## config.mk

```make
export PLATFORM = sky130hd
export DESIGN_NAME = if_fetch_ctrl_flat
export DESIGN_NICKNAME = d
export VERILOG_FILES = /design/src/rtl/if_fetch_ctrl_if.sv /design/src/rtl/if_fetch_ctrl.sv /design/src/flat_wrapper.sv
export SDC_FILE = /design/constraint.sdc
export NUM_CORES = 1
export LEC_CHECK = 0
export CORE_AREA = 4 4 102 143
export DETAILED_ROUTE_END_ITERATION = 16
export DIE_AREA = 0 0 106 147
export PLACE_DENSITY = 0.55
export SYNTH_ARGS = -nofsm -noshare
export SYNTH_HDL_FRONTEND = slang
export SYNTH_SLANG_ARGS = --single-unit
```

## constraint.sdc

```tcl
create_clock -name clk -period 3.9 [get_ports clk]
set_input_delay 0.975 -clock clk [delete_from_list [all_inputs] [get_ports clk]]
set_output_delay 0.975 -clock clk [all_outputs]
set_load 0.01 [all_outputs]
```

## src/rtl/if_fetch_ctrl_if.sv

```systemverilog
// Fetch-stage bus: hazard/EX control inputs in, SRAM request and IF/ID
// select out. The master side is the fetch controller.
interface if_fetch_ctrl_if;
  logic        stall;
  logic        redirect;
  logic [31:0] redirect_pc;
  logic        im_req;
  logic [31:0] im_addr;
  logic [31:0] pc;
  logic [1:0]  instr_sel;

  modport master (
    input  stall, redirect, redirect_pc,
    output im_req, im_addr, pc, instr_sel
  );

  modport slave (
    output stall, redirect, redirect_pc,
    input  im_req, im_addr, pc, instr_sel
  );
endinterface

```

## src/rtl/if_fetch_ctrl.sv

```systemverilog
// Instruction-fetch control: owns the architectural PC, issues SRAM reads,
// and selects live data or NOP for the IF/ID register. Outputs are a
// combinational function of the registered state and the current
// stall/redirect, so the SRAM sees the new address in the same cycle.
module if_fetch_ctrl #(
  parameter logic [31:0] RESET_PC = 32'h0000_0000
) (
  input  logic          clk,
  input  logic          rst,
  if_fetch_ctrl_if.master bus
);

  localparam logic [1:0] SEL_LIVE = 2'b00;
  localparam logic [1:0] SEL_NOP  = 2'b10;

  typedef enum logic [1:0] {
    ST_RESET = 2'd0,
    ST_BOOT  = 2'd1,
    ST_RUN   = 2'd2
  } state_t;

  state_t      state_reg;
  state_t      state_next;
  logic [31:0] pc_reg;
  logic [31:0] pc_next;
  logic [31:0] pc_id;
  logic        flush_d;
  logic        flush_next;
  logic        req_next;
  logic [31:0] fetch_addr;
  logic [1:0]  sel_next;
  logic [31:0] target;

  // Redirect targets are forced to word alignment.
  assign target = bus.redirect_pc & ~32'd3;

  // State register; any low rst cycle returns everything to the reset image.
  always_ff @(posedge clk) begin
    if (!rst) begin
      state_reg <= ST_RESET;
      pc_reg    <= RESET_PC;
      pc_id     <= RESET_PC;
      flush_d   <= 1'b0;
    end else begin
      state_reg <= state_next;
      pc_reg    <= pc_next;
      pc_id     <= fetch_addr;  // tracks the PC that lands in ID next cycle
      flush_d   <= flush_next;
    end
  end

  // Next-state, fetch address and IF/ID select.
  always_comb begin
    state_next = state_reg;
    pc_next    = pc_reg;
    flush_next = 1'b0;
    req_next   = 1'b0;
    fetch_addr = RESET_PC;
    sel_next   = SEL_NOP;
    case (state_reg)
      ST_RESET: begin
        state_next = ST_BOOT;
      end
      ST_BOOT: begin
        // SRAM output is not valid yet, so ID still gets a bubble.
        req_next   = 1'b1;
        fetch_addr = pc_reg;
        pc_next    = pc_reg + 32'd4;
        state_next = ST_RUN;
      end
      ST_RUN: begin
        req_next = 1'b1;
        if (bus.redirect) begin
          // Redirect beats stall; this fetch is killed next cycle via flush_d.
          fetch_addr = pc_reg;
          pc_next    = target;
          flush_next = 1'b1;
        end else if (bus.stall) begin
          // Re-read the ID instruction so the SRAM output stays valid.
          fetch_addr = pc_id;
        end else begin
          fetch_addr = pc_reg;
          pc_next    = pc_reg + 32'd4;
        end
        sel_next = (bus.redirect || flush_d) ? SEL_NOP : SEL_LIVE;
      end
      default: begin
        state_next = ST_RESET;
      end
    endcase
  end

  assign bus.im_req    = req_next;
  assign bus.im_addr   = fetch_addr;
  assign bus.pc        = fetch_addr;
  assign bus.instr_sel = sel_next;

endmodule
```

## src/flat_wrapper.sv

```systemverilog
// flat-port wrapper written by rule: the top's interface ports become plain ports
module if_fetch_ctrl_flat 
#(
  parameter logic [31:0] RESET_PC = 32'h0000_0000
)
  (clk, rst, bus_stall, bus_redirect, bus_redirect_pc, bus_im_req, bus_im_addr, bus_pc, bus_instr_sel);
  if_fetch_ctrl_if bus_i ();
  input  logic clk;
  input  logic rst;
  input wire logic [$bits(bus_i.stall)-1:0] bus_stall;
  input wire logic [$bits(bus_i.redirect)-1:0] bus_redirect;
  input wire logic [$bits(bus_i.redirect_pc)-1:0] bus_redirect_pc;
  output wire logic [$bits(bus_i.im_req)-1:0] bus_im_req;
  output wire logic [$bits(bus_i.im_addr)-1:0] bus_im_addr;
  output wire logic [$bits(bus_i.pc)-1:0] bus_pc;
  output wire logic [$bits(bus_i.instr_sel)-1:0] bus_instr_sel;
  assign bus_i.stall = bus_stall;
  assign bus_i.redirect = bus_redirect;
  assign bus_i.redirect_pc = bus_redirect_pc;
  assign bus_im_req = bus_i.im_req;
  assign bus_im_addr = bus_i.im_addr;
  assign bus_pc = bus_i.pc;
  assign bus_instr_sel = bus_i.instr_sel;
  if_fetch_ctrl #(.RESET_PC(RESET_PC)) u_core (.clk(clk), .rst(rst), .bus(bus_i));
endmodule
```

==> results of run 1 <==
[kinds of logic after synthesis]
| kind of cell | count (synthesis) | synth area share, % |
|---|---|---|
| compound gates | 120 | 21.7 |
| fa+ha+maj | 5 | 1.55 |
| buf+inv | 79 | 10.6 |
| flops | 65 | 32.2 |
| mux | 31 | 8.54 |
| other cells | 1 | 0.0927 |
| simple gates | 181 | 25.4 |
[how the worst max path moves through the flow]
stage	endpoint	slack (ns)	cells after the start
floorplan	bus_pc[11]	0.44	7
global placement	bus_im_addr[2]	-0.19	7
detailed placement	bus_pc[2]	-0.20	7
CTS	bus_im_addr[26]	-0.14	10
global route	bus_im_addr[8]	-0.04	8
finish	bus_im_addr[27]	0.04	8
[where the power goes]
group	total, uW	switching (uW)	internal (uW)	leakage (uW)
logic	382	231	151	0.00160
clock network	824	290	534	0.000158
registers	726	38.3	688	0.000525
total	1930	560	1370	0.00228
[critical path, stage by stage]
cell and delay (ns):
clkdlybuf4s50_1 0.48, nor2b_4 0.21, buf_12 0.13, buf_16 0.13, mux2_2 0.33, a22o_1 0.19, and2_1 0.16, dlygate4sd2_1 0.28
[area by class of cell]
type / count / area share [%]
multi-input combinational: 338 / 43.8
sequential: 65 / 24.5
timing repair buffer: 117 / 21.1
clock buffer: 15 / 5.81
tap: 182 / 4.30
inverter: 5 / 0.354
clock inverter: 1 / 0.0944
[layout by cell type, fill, tap and decap left out, types with 4 or more instances in the layout]
master and instances:
clkbuf_8 6, a31oi_1 8, nor3_1 8, clkdlybuf4s15_1 21, buf_4 15, nand2_1 33
ha_1 5, mux2_2 28, and4_1 4, dlygate4sd2_1 41, dfxtp_1 65, clkdlybuf4s50_1 35
and2_1 37, o21ai_0 23, clkbuf_16 9, a22oi_1 4, a21oi_1 17, nor2_1 29
inv_1 5, and3_1 34, a22o_1 32, nand4_1 5, nand3_1 11
[cell usage after synthesis, types with 3 or more instances]
library cell	count
mux2_2	28
nor4_1	3
o21ai_0	23
o211ai_1	3
and4_1	4
and2_1	37
dfxtp_1	65
ha_1	5
nand3_1	11
a21oi_1	17
and3_1	34
nor3_1	8
a22oi_1	4
buf_2	6
a311oi_1	3
nand2_1	33
a31oi_1	8
nand4_1	5
clkbuf_1	26
buf_4	33
nor2_1	29
inv_1	5
buf_1	9
a41oi_1	3
o221a_2	3
a22o_1	32
nand3_2	3
mux2i_1	3
[per-layer routing]
metal  wire (um)  vias to the layer above  share of wire, %  GRT usage [%]
met2        5730                      107                47           25.1
li1            -                     1835                 -              -
met1        5550                     1794                46           19.9
met4         298                        0               2.5           6.48
met3         545                       23               4.5           2.81
met5           0                        -                 0              0
[repair_timing]
| action | in CTS | in global routing |
|---|---|---|
| gates cloned | 1 | 0 |
| hold endpoints to repair | 0 | 0 |
| endpoints found under the setup margin | 56 | 27 |
| hold buffers | 0 | 0 |
| buffers inserted | 4 | 0 |
| resized for setup | 65 | 24 |
[metrics by stage]
stage	hold WS, ns	cell area (um^2)	TNS (ns)
after floorplan	0.490	4050	0
after global placement	0.506	4970	-7.47
after detailed placement	0.527	4970	-8.42
after CTS	0.538	5280	-0.141
after global routing	0.581	5300	-0.175
final	0.541	5300	0
==> impl_metrics.ini, run 1 <==
[run_status]
outcome = finished, final reports clean

[synthesis]
ys_types = 56
cell_count_after_synthesis = 482
avgSynthCellArea_um2 = 8.39
synth.net_count = 523
synth.ff_latch_count = 65
synth_enable_flop_cells = 0
portion_of_synthesized_cell_area_occupied_by_the_leading_cell_type_pct = 32.2
yosys_warnings = 0
synth.cell_area_um2 = 4050
async_flop_share_pct = 0
yosysTopAreaCell = dfxtp_1
post_synth_main_area_contributors = dfxtp_1, mux2_2, a22o_1
proportion_of_synthesized_chip_area_in_sequential_cells_pct = 32.2
ys_dominant_reg_cell = dfxtp_1

[sta]
max_freq_mhz = 259
final-hold-violation-count = 0
finalClockSkew_ns = 0.00673
finalCritPeriodShare_pct = 99.0
worst_margin_slew_ns = 0.639
setup_slack_ns = 0.0375
max-slew-margin-rel_pct = 57.0
clock_period_minus_final_worst_setup_slack_ns = 3.86
final-setup-viol-count = 0
grt_setup_unrepaired = true
final_max_slew_viol_count = 0

[power]
fin_total_pwr_uw = 1930
power-per-cell-area_nw_per_um2 = 364
ir_worst_vdd_v = 0.000210
power.static_leakage_uw = 0.00228

[grt]
grt_start_max_net_pins = 68
number_of_global_route_vias_before_repair = 3602
grt_overflow_total = 0
antenna_violations_before_repair = 0
grtUsageTotal_pct = 15.4
wire_length_of_the_first_global_routing_pass_um = 19300

[worst_setup_path]
crit-reg2reg-launch = u_core.pc_reg[2]
internal_reg_to_reg_setup_slack_ns = 1.47
setup.worst_path.class = input pin to output pin
crit_path_from = bus_stall
crit_path_max_fanout = 12
cp_data_required_time_ns = 2.92
cp.arrival_ns = 2.89
reg2reg_to = u_core.pc_reg[30]
cp-end-kind = output pin
timing.critical_path.from_type = input pin
r2r_cells = 6

[die]
start_util_pct = 30.5
fp.dieH_um = 147
num_rows = 50
fp.dieArea_um2 = 15600
placeable_core_region_um2 = 13300
die_width_um = 106
ios = 103

[finish]
sequential_cell_area_um2 = 1300
final_cells = 723
finalCoreUtilization_pct = 40.0
drive_gt1_share_pct = 14.2
layout-area-overhead-vs-synth_pct = 31.1
largest_register_ffs = 32
layout.filler_cells = 1397
multi_input_comb_area_um2 = 2320
final_net_count = 577
antennaDiodeCount = 0

[routing]
num_vias = 3759
totalWireLength_um = 12100
vias_per_cell = 5.20
drt-wirelength-per-cell_um = 16.8
drc = 0
drtPass1Iterations = 4
detail_route.iter0.violations = 251
route.antenna.remaining_nets = 0

[worst_hold_path]
worst_hold_path_depth = 2
worst_hold_path.endpoint = u_core.state_reg[1]
hold_path_class = flip-flop to flip-flop
timing.hold.worst.start = u_core.state_reg[1]

[clock_network]
clock_tree.buffer_depth = 2
root_buffer_master = clkbuf_16
cts-buffers-inserted = 9
clock_latency_ns = 0.33
clkSinkCount = 65
cts_htree_levels = 3
clk_transition_reported_paths_ns = 0.06
tritoncts_clock_tree = built

[placement]
dp.cells = 702
place_worst_setup_slack_ns = -0.204
numPortBuffers = 99
gp_routability_congestion = 0.848
dpl.hpwl_um = 8570

[job]
cap_violations = 0
No activity file was read; power rests on OpenSTA's default activity.
==> run 2: changes to the inputs <==
CAP_MARGIN = 20   (was default)
CORE_AREA = 4 4 89 125   (was 4 4 102 143)
DIE_AREA = 0 0 93 129   (was 0 0 106 147)
PLACE_DENSITY = 0.69   (was 0.55)
==> impl_metrics.ini, run 2 (synthesized netlist as in run 1, its figures left out) <==
[finish]
final_net_count = 582
design_area_um2 = 5290
layout.filler_cells = 935
drive_gt1_share_pct = 14.5
finalCoreUtilization_pct = 53.5
final_cells = 680
layout_common_cells = dfxtp_1, clkdlybuf4s50_1, and2_1
commonest_non_fill_non_tap_cell_in_the_layout = dfxtp_1
antennaDiodeCount = 0
largest_register_ffs = 32
layout-area-overhead-vs-synth_pct = 30.9

[worst_hold_path]
hold_path_class = flip-flop to flip-flop
timing.hold.worst.start = u_core.state_reg[1]

[power]
fin_total_pwr_uw = 1920
power-per-cell-area_nw_per_um2 = 363
ir_worst_vdd_v = 0.000236
power.static_leakage_uw = 0.00223

[worst_setup_path]
crit-reg2reg-launch = u_core.state_reg[0]
cp_data_required_time_ns = 2.92
cp.arrival_ns = 2.88
timing.critical_path.from_type = input pin
setup.worst_path.class = input pin to output pin
crit_path_max_fanout = 14
crit_path_from = bus_stall
cp-end-kind = output pin

[sta]
final-hold-violation-count = 0
finalClockSkew_ns = 0.00434
final-setup-viol-count = 0
worst_margin_slew_ns = 1.01
grt_setup_unrepaired = true
fin_tns_setup_ns = 0
final_max_slew_viol_count = 0
clock_period_minus_final_worst_setup_slack_ns = 3.85
max-slew-margin-rel_pct = 32.4
finalCritPeriodShare_pct = 98.8
max_freq_mhz = 260

[routing]
num_vias = 3909
detail_route.iter0.violations = 290
vias_per_cell = 5.75
drc = 0
drtPass1Iterations = 5
drt-wirelength-per-cell_um = 16.5
totalWireLength_um = 11200
route.antenna.remaining_nets = 0

[job]
cap_violations = 0

[clock_network]
clkSinkCount = 65
cts-buffers-inserted = 9
clock_tree.buffer_depth = 2
clk_transition_reported_paths_ns = 0.05
cts_htree_levels = 3
root_buffer_master = clkbuf_16
clock_latency_ns = 0.33
tritoncts_clock_tree = built

[die]
fp.dieH_um = 129
fp.dieArea_um2 = 12000
num_rows = 43
ios = 103
die_width_um = 93
start_util_pct = 40.9
placeable_core_region_um2 = 9900

[grt]
grt_overflow_total = 0
number_of_global_route_vias_before_repair = 3649
grtUsageTotal_pct = 18.4
wire_length_of_the_first_global_routing_pass_um = 17900
grt_start_max_net_pins = 52
antenna_violations_before_repair = 0

[placement]
numPortBuffers = 99
gp_routability_congestion = 0.813
dp.cells = 660
placed_area_um2 = 4980
dpl.hpwl_um = 8030

[run_status]
outcome = finished, final reports clean
-- run 2: changes by cell type in the layout (fill, tap and decap cells not counted) --
| cell | delta |
|---|---|
| buf_12 | +2 |
| buf_4 | +4 |
| clkbuf_2 | -1 |
| clkinv_2 | +1 |
| clkdlybuf4s15_1 | +13 |
| buf_16 | -1 |
| bufinv_16 | +1 |
| clkbuf_8 | -4 |
| clkbuf_1 | +1 |
| dlygate4sd2_1 | -16 |
| clkdlybuf4s50_1 | +4 |
-- run 2: final cells by class --
class / instances / area [um^2] / share of cell area [%]
flip-flops and latches: 65 / 1300 / 24.6
clock inverters: 3 / 40.0 / 0.756
inverters: 5 / 18.8 / 0.355
well taps: 135 / 169 / 3.19
multi-input cells: 338 / 2320 / 43.9
repair buffers: 122 / 1180 / 22.4
clock buffers: 12 / 256 / 4.85
-- run 2: stage by stage --
| stage | hold slack, ns | worst slack [ns] |
|---|---|---|
| final | 0.556 | 0.0467 |
| after detailed placement | 0.544 | -0.198 |
| after CTS | 0.563 | 0.0114 |
| after floorplan | 0.490 | 0.442 |
| after global placement | 0.501 | -0.168 |
| after global routing | 0.596 | -0.0489 |
-- run 2: repair_timing --
item / CTS / global route
hold endpoints to repair: 0 / 0
pin swaps: 0 / 1
hold buffers: 0 / 0
endpoints found under the setup margin: 60 / 42
setup buffers: 0 / 5
gates resized for setup: 60 / 35
-- run 2: layer usage --
layer / up-vias / part of all wire, % / GRT usage [%]
met2: 173 / 49 / 30.7
li1: 1849 / - / -
met5: - / 0 / 0
met4: 0 / 2.2 / 7.85
met3: 19 / 5.6 / 2.11
met1: 1868 / 43 / 23.9
-- run 2: critical path, stage by stage --
cell             delay (ns)
clkdlybuf4s50_1        0.49
nor2b_4                0.17
buf_12                 0.16
buf_4                  0.12
mux2_2                 0.32
a22o_1                 0.20
and2_1                 0.17
dlygate4sd2_1          0.28
-- run 2: worst paths after layout --
check / slack, ns / to / depth (start not counted)
setup reg to reg: 1.33 / u_core.pc_reg[3] / 7
setup / recovery: 0.05 / bus_im_addr[25] / 8
hold / removal: 0.56 / u_core.state_reg[1] / 2
hold reg to reg: 0.56 / u_core.state_reg[1] / 2
-- run 2: report_power, final --
part / switching [uW] / internal [uW]
clock network: 279 / 523
logic: 228 / 161
registers: 40.2 / 688
